### src/rtl/rfa_wb_sched.sv
// Writeback-port scheduler: buffers LSU destination writes in a FIFO and arbitrates them
// against SALU writes, with a starvation guard that forces one LSU write through.
module rfa_wb_sched #(
    parameter int unsigned DEPTH      = 4,
    parameter int unsigned DATA_W     = 16,
    parameter int unsigned STARVE_MAX = 8
) (
    input  logic                       clk,
    input  logic                       rst,
    input  logic                       lsu_req_valid,
    input  logic [DATA_W-1:0]          lsu_req_data,
    output logic                       lsu_req_ready,
    input  logic                       salu_req,
    output logic                       salu_stall,
    output logic                       rfa_salu_req,
    output logic                       rfa_lsu_wr_req,
    output logic [DATA_W-1:0]          rfa_lsu_data,
    output logic [$clog2(DEPTH):0]     occupancy
);

    localparam int unsigned PtrW = $clog2(DEPTH);
    localparam int unsigned OccW = PtrW + 1;
    localparam int unsigned CntW = $clog2(STARVE_MAX + 1);

    logic [DATA_W-1:0] mem_q [DEPTH];
    logic [PtrW-1:0]   wr_ptr_q, wr_ptr_d;
    logic [PtrW-1:0]   rd_ptr_q, rd_ptr_d;
    logic [OccW-1:0]   occ_q, occ_d;
    logic [CntW-1:0]   starve_q, starve_d;

    logic nonempty;
    logic full;
    logic force_lsu;
    logic push;
    logic pop;

    assign nonempty  = (occ_q != '0);
    assign full      = (occ_q == OccW'(DEPTH));
    assign force_lsu = (starve_q == CntW'(STARVE_MAX)) && nonempty;

    // Ready depends only on registered occupancy, so a full FIFO never accepts even when popping.
    assign lsu_req_ready = ~full;
    assign push          = lsu_req_valid & ~full;
    assign pop           = rfa_lsu_wr_req;

    assign occupancy    = occ_q;
    assign rfa_lsu_data = mem_q[rd_ptr_q];

    always_comb begin
        rfa_salu_req   = 1'b0;
        rfa_lsu_wr_req = 1'b0;
        salu_stall     = 1'b0;
        if (force_lsu) begin
            rfa_lsu_wr_req = 1'b1;
            salu_stall     = salu_req;
        end else if (salu_req) begin
            rfa_salu_req = 1'b1;
        end else if (nonempty) begin
            rfa_lsu_wr_req = 1'b1;
        end
    end

    always_comb begin
        wr_ptr_d = push ? wr_ptr_q + PtrW'(1) : wr_ptr_q;
        rd_ptr_d = pop  ? rd_ptr_q + PtrW'(1) : rd_ptr_q;
        occ_d    = occ_q;
        unique case ({push, pop})
            2'b10:   occ_d = occ_q + OccW'(1);
            2'b01:   occ_d = occ_q - OccW'(1);
            default: occ_d = occ_q;
        endcase
    end

    // Counts cycles where a buffered LSU write lost to the SALU; any pop restarts the count.
    always_comb begin
        starve_d = starve_q;
        if (pop || !nonempty) begin
            starve_d = '0;
        end else if (salu_req && !force_lsu && (starve_q != CntW'(STARVE_MAX))) begin
            starve_d = starve_q + CntW'(1);
        end
    end

    always_ff @(posedge clk or negedge rst) begin
        if (!rst) begin
            wr_ptr_q <= '0;
            rd_ptr_q <= '0;
            occ_q    <= '0;
            starve_q <= '0;
        end else begin
            wr_ptr_q <= wr_ptr_d;
            rd_ptr_q <= rd_ptr_d;
            occ_q    <= occ_d;
            starve_q <= starve_d;
        end
    end

    always_ff @(posedge clk or negedge rst) begin
        if (!rst) begin
            for (int i = 0; i < int'(DEPTH); i++) begin
                mem_q[i] <= '0;
            end
        end else if (push) begin
            mem_q[wr_ptr_q] <= lsu_req_data;
        end
    end

endmodule
### config.mk
export PLATFORM = sky130hd
export DESIGN_NAME = rfa_wb_sched
export DESIGN_NICKNAME = d
export VERILOG_FILES = /design/src/rtl/rfa_wb_sched.sv
export SDC_FILE = /design/constraint.sdc
export NUM_CORES = 1
export LEC_CHECK = 0
export CAP_MARGIN = 20
export CORE_AREA = 3 3 98 100
export DETAILED_ROUTE_END_ITERATION = 8
export DIE_AREA = 0 0 101 103
export PLACE_DENSITY = 0.63
export SYNTH_ARGS = -nofsm -noshare
export SYNTH_HDL_FRONTEND = slang
export SYNTH_SLANG_ARGS = --single-unit
### constraint.sdc
create_clock -name clk -period 2.7 [get_ports clk]
set_clock_uncertainty 0.05 [all_clocks]
set_input_delay 0.54 -clock clk [delete_from_list [all_inputs] [get_ports clk]]
set_output_delay 0.54 -clock clk [all_outputs]
set_load 0.02 [all_outputs]
==> results_dict.tcl, run 1 <==
set metrics [dict create \
    post_cts_buffers 0 \
    rsz0062_at_grt "no" \
    synth_fa_ha_area_frac 0.0299 \
    status "completed" \
    clk_pin_slew_ns 0.08 \
    netlist_instances 215 \
    ir_drop_uv 513 \
    power.density_nw_per_um2 1350 \
    syn-num-nets 243 \
    insertion_delay_ns 0.35 \
    min_period_ns 2.60 \
    avgSynthCellArea_sq_um 16.7 \
    via_count 1904 \
    synthTopCellsByArea "dfrtp_1 (52%), mux2_4 (17%), mux4_2 (10%)" \
    drc_errors 0 \
    die_h_microns 103 \
    crit_end "rfa_lsu_data[0]" \
    htree_num_levels 3 \
    synth-xor-area-share 0.0195 \
    finalSetupViolCount 0 \
    final_cell_mix "dfrtp_1 (75), mux2_4 (40), clkdlybuf4s50_1 (37)" \
    hold_viol_final 0 \
    criticalPathCategory "reg -> out" \
    diodes 0 \
    dieArea_sq_um 10400 \
    antenna_found_initial 0 \
    finalWorstSetupSlack_ns 0.0967 \
    holdWs_ns 0.280 \
    fin_crit_sh 0.964 \
    synthMuxAreaShare 0.346 \
    critPathCaptureType "output pin" \
    place_congestion 0.713 \
    initial_utilization 0.410 \
    crit_slowest_cell "clkdlybuf4s50_1" \
    r2r_end "occupancy[2]" \
    syn_area_sq_um 3600 \
    synth_compound_area_frac 0.00696 \
    arrival_ns 2.01 \
    cts_tree "done" \
    grt_use_total 0.139 \
    path_cells "buf_6, mux4_2, clkdlybuf4s50_1" \
    hpwl_microns 4060 \
    finalPower_mw 5.82 \
    synth_top_family_by_area "multiplexers" \
    wl_microns 6470 \
    std_cell_rows 34 \
    dr.pass1.iters 4 \
    worstMarginPinSlew_ns 0.945 \
    r2r_start "occupancy[1]" \
    grt_pass1_wl_microns 10900 \
    yosysTopAreaCellShare 0.522 \
    setup_tns_ns 0 \
    mostFrequentLayoutCell "dfrtp_1" \
    synthToLayoutAreaGrowth_pct 19.9 \
    start_kind "register" \
    io_pins 43 \
    seq_area_frac_synth 0.522 \
    crit_path_max_incr_delay_ns 0.56 \
    slew_viol_final 0 \
    hold_path.class "in -> async" \
    postRouteAntennaNets 0 \
    grt_pass1_vias 2087 \
    grt_overflow 0 \
    drtIter0Drc 84 \
    synth_top_area_cell "dfrtp_1" \
    pre_cts_ws_ns 0.135 \
    slew_headroom 0.370 \
    postPlaceCellArea_sq_um 4070 \
    synth_seq_cells 75 \
    cellLeakagePower_nw 1.91 \
    fin_cells 376 \
    die_w_microns 101 \
    synth_cell_type_count 25 \
    final_cell_area_sq_um 4310 \
    r2r_cells 8 \
    ctsRootBufferMaster "clkbuf_8" \
    crit_required_ns 2.11 \
    route.detailed.wl_per_inst_microns 17.2 \
    cp_max_fo 12 \
    numCtsBuffers 9 \
    critPathLaunch "rd_ptr_q[0]" \
    yosys.area_share.simple 0.0257 \
    fin_util 0.492 \
    fmax_mhz 384 \
    hold_buffers 0 \
    reg2reg_slack_ns 0.41 \
    coreArea_sq_um 8760 \
    clock-sinks 75 \
    grt_max_degree 76 \
    vias_per_cell 5.06 \
    synth_warnings 0 \
    portBuffers 42 \
    maxCapViolations 0 \
    nNetsFinal 291 \
    drive_above_1_share 0.399 \
    cts.path.max_buffers 2 \
    placed_cells 360 \
]
[worst min-delay path by stage]
stage                 from          end  slack [ns]  cells after the start
3_3_place_gp   starve_q[0]  starve_q[0]        0.43                      1
4_1_cts                rst    mem_q[41]        0.32                      1
6_report               rst    mem_q[57]        0.28                      1
3_5_place_dp   starve_q[0]  starve_q[0]        0.44                      1
2_1_floorplan          rst     mem_q[0]        0.19                      0
5_1_grt                rst    mem_q[57]        0.34                      1
[synthesized netlist by cell type]
master / instances
nand3b_1: 2
xnor2_1: 4
mux2_4: 40
buf_12: 4
ha_1: 7
clkbuf_1: 2
inv_1: 9
o21ai_0: 1
mux2_2: 25
nor3b_1: 1
nor3_1: 1
a211oi_1: 1
dfrtp_1: 75
a21oi_1: 1
and3_1: 4
buf_6: 4
nand3_1: 1
mux4_2: 16
or3b_1: 1
fa_1: 1
buf_2: 3
o21a_1: 1
nand2_1: 2
nor2_1: 5
xor2_1: 4
[power by group]
group          internal (mW)  switching (mW)
Sequential              1.69           0.330
Clock                  0.522           0.417
Combinational           1.73            1.13
[critical path, delay by kind of cell (launching register included)]
family	cells	cell delay [ns]
buf+inv	2	0.78
mux	1	0.53
flops	1	0.36
[cell families (layout without fill, tap and decap cells)]
logic type | Yosys count | after routing
muxes | 81 | 81
and+or+nand+nor | 17 | 17
buffers and inverters | 22 | 75
DFF | 75 | 75
AOI/OAI and AO/OA | 4 | 4
adders and majority gates | 8 | 8
xor gates and xnor gates | 8 | 8
[per-layer routing]
layer,part of all wire,GRT usage,vias up
li1,-,-,861
met1,0.49,0.195,997
met3,0.044,0.0460,7
met4,0.0082,0.0429,0
met2,0.46,0.205,39
met5,0,0,-
[registers in the layout (all words and copies together), names as in the netlist]
signal	cells
mem_q	64
starve_q	4
occupancy	3
rd_ptr_q	2
wr_ptr_q	2
[layout make-up]
cell class | count | area [sq um]
fillers | 773 | 4450
flip-flops and latches | 75 | 1880
multi-input cells | 118 | 1550
repair buffers | 50 | 504
well taps | 108 | 135
clock buffers | 10 | 128
clock inverters | 6 | 88.8
inverters | 9 | 33.8
[timing repair]
action / CTS / global route
pin swaps: 0 / 0
resized for setup: 2 / 5
setup endpoints to repair: 3 / 5
(Power assumes the default switching activity.)
==> run 2: changes to the inputs <==
- CORE_AREA: 3 3 98 100 -> 2 2 97 99
- DIE_AREA: 0 0 101 103 -> 0 0 99 101
==> run 2 against run 1 <==
Compared with the run above: routed wire length up 2.7%; clock power up 14%; global-route usage up 0.82 points; sequential cell count unchanged; critical path type unchanged.
==> results_dict.tcl, run 2 (synthesized netlist as in run 1, its figures left out) <==
set metrics [dict create \
    portBuffers 42 \
    setup_tns_ns 0 \
    die_w_microns 99 \
    final_cell_mix "dfrtp_1 (75), mux2_4 (40), clkdlybuf4s50_1 (39)" \
    diodes 0 \
    hpwl_microns 4250 \
    drive_above_1_share 0.405 \
    nNetsFinal 293 \
    min_period_ns 2.62 \
    hold_viol_final 0 \
    antenna_found_initial 0 \
    top_register "mem_q" \
    worstMarginPinSlew_ns 0.943 \
    grt_max_degree 76 \
    maxCapViolations 0 \
    finalSetupViolCount 0 \
    initial_utilization 0.401 \
    fmax_mhz 381 \
    clock-sinks 75 \
    multi_input_area_sq_um 1550 \
    postRouteAntennaNets 0 \
    slew_headroom 0.371 \
    io_pins 43 \
    hold_path.class "in -> async" \
    post_cts_buffers 0 \
    grt_pass1_vias 2068 \
    start_kind "register" \
    crit_path_max_incr_delay_ns 0.56 \
    insertion_delay_ns 0.34 \
    die_h_microns 101 \
    mostFrequentLayoutCell "dfrtp_1" \
    rsz0062_at_grt "no" \
    cts_tree "done" \
    drc_errors 0 \
    dr.pass1.iters 4 \
    crit_required_ns 2.11 \
    seqCellArea_sq_um 1880 \
    arrival_ns 2.03 \
    nFillCells 803 \
    ctsRootBufferMaster "clkbuf_8" \
    slew_viol_final 0 \
    wl_microns 6640 \
    vias_per_cell 5.00 \
    hold_buffers 0 \
    cts.path.max_buffers 2 \
    critPathCaptureType "output pin" \
    dieArea_sq_um 10000 \
    synthToLayoutAreaGrowth_pct 21.1 \
    power.density_nw_per_um2 1370 \
    criticalPathCategory "reg -> out" \
    clk_pin_slew_ns 0.08 \
    fin_crit_sh 0.971 \
    holdWs_ns 0.283 \
    place_congestion 0.690 \
    status "completed" \
    via_count 1901 \
    largest_register_ffs 64 \
    coreArea_sq_um 8980 \
    numCtsBuffers 9 \
    grt_pass1_wl_microns 11200 \
    cp_max_fo 16 \
    htree_num_levels 3 \
    route.detailed.wl_per_inst_microns 17.5 \
    path_cells "buf_12, mux4_2, clkdlybuf4s50_1" \
    ir_drop_uv 468 \
    crit_slowest_cell "clkdlybuf4s50_1" \
    std_cell_rows 35 \
    grt_overflow 0 \
    drtIter0Drc 61 \
    grt_use_total 0.147 \
    cellLeakagePower_nw 1.92 \
]
## run 2: cell types whose count changed in the layout (fill, tap and decap cells not counted), moves of 2 or more
| cell | before | now |
|---|---|---|
| buf_4 | 7 | 10 |
| clkbuf_8 | 9 | 11 |
| clkdlybuf4s50_1 | 37 | 39 |
| dlymetal6s2s_1 | 4 | 2 |
## run 2: per-layer routing
layer / share of wire / wire (microns) / GRT usage / vias to the layer above
met5: 0 / 0 / 0 / -
met4: 0.015 / 100 / 0.0632 / 0
met3: 0.037 / 246 / 0.0333 / 8
met2: 0.45 / 2980 / 0.207 / 37
met1: 0.50 / 3310 / 0.217 / 991
li1: - / - / - / 865
## run 2: repair_timing
| item | 4_1_cts | 5_1_grt |
|---|---|---|
| hold endpoints to repair | 0 | 0 |
| endpoints found under the setup margin | 1 | 3 |
| gates resized for setup | 1 | 3 |
## run 2: worst paths after layout
kind	slack (ns)	depth (start not counted)	endpoint	start
max in group asynchronous	1.70	1	mem_q[8]	rst
min	0.28	1	mem_q[10]	rst
min in group clk	0.42	1	rd_ptr_q[1]	rd_ptr_q[1]
min reg2reg	0.42	1	rd_ptr_q[1]	rd_ptr_q[1]
max	0.08	3	rfa_lsu_data[13]	rd_ptr_q[0]
max reg2reg	0.40	8	occupancy[2]	occupancy[1]
## run 2: worst max-delay path, delay by kind of cell (launching register included)
kind | cells | cell delay (ns)
buffers and inverters | 2 | 0.76
muxes | 1 | 0.54
DFF | 1 | 0.39
## run 2: per-stage QoR
step	cells	util	instance area [sq um]	setup WS, ns	power (mW)
final	380	0.485	4360	0.0774	5.97
after global routing	380	0.485	4360	0.00299	6.35
after CTS	380	0.484	4350	0.0283	6.06
after detailed placement	365	0.456	4090	0.144	4.96
after global placement	365	0.456	4090	0.166	4.90
after floorplan	215	-	3600	0.275	4.05
## run 2: final cells by class
cell class,instances,area share
Clock buffer,11,0.0348
Multi-Input combinational cell,118,0.355
Sequential cell,75,0.431
Clock inverter,4,0.0224
Tap cell,111,0.0319
Inverter,9,0.00776
Timing Repair Buffer,52,0.117
## run 2: where the power goes
part	internal (mW)	switching (mW)	leakage (nW)
clock network	0.660	0.415	0.122
logic	1.74	1.14	0.907
registers	1.69	0.323	0.895
==> run 3: changes to the inputs <==
- CELL_PAD_IN_SITES_DETAIL_PLACEMENT: unset -> 1
- CELL_PAD_IN_SITES_GLOBAL_PLACEMENT: unset -> 2
- PLACE_DENSITY: 0.63 -> 0.8
- clock period: 2.7 -> 2.6 ns (I/O delays scaled with it)
==> run 3 against run 2 <==
Compared with the run above: register-to-register slack worse by 0.08 ns; die area unchanged; non-clock buffer count down 1; cell count down 0.26%; power down 4.4%; sequential cell count unchanged; critical path depth down 1; global-route usage up 0.79 points; setup slack better by 0.10 ns; core utilization down 1.1 points; routed wire length up 6.7%; sequential power up 5%.
==> results_dict.tcl, run 3 (synthesized netlist as in run 1, its figures left out) <==
set metrics [dict create \
    status "completed" \
    crit_required_ns 2.03 \
    drive_above_1_share 0.392 \
    clkPwrFrac 0.135 \
    portBuffers 42 \
    fin_util 0.474 \
    fmax_mhz 413 \
    mostFrequentLayoutCell "dfrtp_1" \
    min_period_ns 2.42 \
    hold_path.class "in -> async" \
    numCtsBuffers 9 \
    start_kind "register" \
    dieArea_sq_um 10000 \
    wl_microns 7090 \
    holdWs_ns 0.0618 \
    placed_cells 364 \
    grt_pass1_wl_microns 11700 \
    finalSetupViolCount 0 \
    criticalPathCategory "reg -> out" \
    maxCapViolations 0 \
    grt_overflow 0 \
    die_h_microns 101 \
    finalPower_mw 5.71 \
    fin_cells 379 \
    ir_drop_uv 678 \
    io_pins 43 \
    power.density_nw_per_um2 1340 \
    post_cts_buffers 0 \
    seqPwrFrac 0.370 \
    largest_register_ffs 64 \
    clock-sinks 75 \
    hold_viol_final 0 \
    p_sw_frac 0.343 \
    drtIter0Drc 52 \
    arrival_ns 1.85 \
    power_frac_comb 0.495 \
    slew_viol_final 0 \
    grt_max_degree 45 \
    hold_buffers 0 \
    rsz0062_at_grt "no" \
    coreArea_sq_um 8980 \
    critPathCaptureType "output pin" \
    clk_pin_slew_ns 0.07 \
    post_cts_resized 19 \
    antenna_found_initial 0 \
    final_cell_mix "dfrtp_1 (75), mux2_4 (40), mux2_2 (25)" \
    diodes 0 \
    hpwl_microns 4610 \
    setup_tns_ns 0 \
    vias_per_cell 5.15 \
    fin_crit_sh 0.930 \
    route.detailed.wl_per_inst_microns 18.7 \
    slew_headroom 0.710 \
    nNetsFinal 292 \
    htree_num_levels 3 \
    die_w_microns 99 \
    initial_utilization 0.401 \
    place_congestion 0.712 \
    top_register "mem_q" \
    highest_layer "met4" \
    postRouteAntennaNets 0 \
    internal-power_mw 3.75 \
    cts.path.max_buffers 2 \
    drc_errors 0 \
    drt-met1-wl_microns 3380 \
    dr_wl_met2_microns 3330 \
    synthToLayoutAreaGrowth_pct 18.3 \
    cellLeakagePower_nw 1.90 \
    cts_tree "done" \
    std_cell_rows 35 \
    ctsRootBufferMaster "clkbuf_8" \
    cp_max_fo 6 \
    grt_pass1_vias 2143 \
    grt_use_total 0.155 \
    wl_met3_microns 308 \
    dr.pass1.iters 5 \
    worstMarginPinSlew_ns 0.435 \
    p_sw_mw 1.96 \
    insertion_delay_ns 0.34 \
    via_count 1951 \
]
run 3: area by class of cell:
type	instances	area, sq um
clock buffers	12	145
clock inverters	3	15.0
fillers	890	4720
inverters	9	33.8
multi-input cells	118	1540
flip-flops and latches	75	1880
well taps	111	139
repair buffers	51	503
run 3: path summary, 6_finish.rpt:
check | startpoint | end | slack [ns] | cells after the start
min in group clk | starve_q[0] | starve_q[0] | 0.44 | 1
max in group asynchronous | rst | mem_q[37] | 1.86 | 2
max | occupancy[1] | lsu_req_ready | 0.18 | 2
min | rst | mem_q[10] | 0.06 | 1
max reg2reg | starve_q[0] | occupancy[2] | 0.32 | 10
min reg2reg | starve_q[0] | starve_q[0] | 0.44 | 1
run 3: routing by layer:
metal  up-vias  GRT usage
met5         -          0
met4         0     0.0379
met3         6     0.0555
met2        42      0.233
met1      1041      0.214
li1        862          -
run 3: power by group through the flow:
stage | combinational [mW] | sequential, mW | clock, mW
6_report | 2.83 | 2.11 | 0.770
5_1_grt | 3.04 | 2.19 | 0.852
4_1_cts | 2.88 | 2.12 | 0.803
3_5_place_dp | 3.06 | 2.12 | 0
3_3_place_gp | 3.00 | 2.10 | 0
2_1_floorplan | 2.18 | 2.02 | 0
run 3: critical path, cell delays in order, from the launching register on:
cell and delay (ns):
dfrtp_1 0.45, or3b_1 0.48, clkdlybuf4s50_1 0.57
run 3: metrics by stage:
step	area (sq um)	setup slack [ns]
4_1_cts	4250	0.0711
6_report	4260	0.181
5_1_grt	4260	0.0640
3_3_place_gp	4110	0.0835
3_5_place_dp	4110	0.0119
2_1_floorplan	3600	0.175
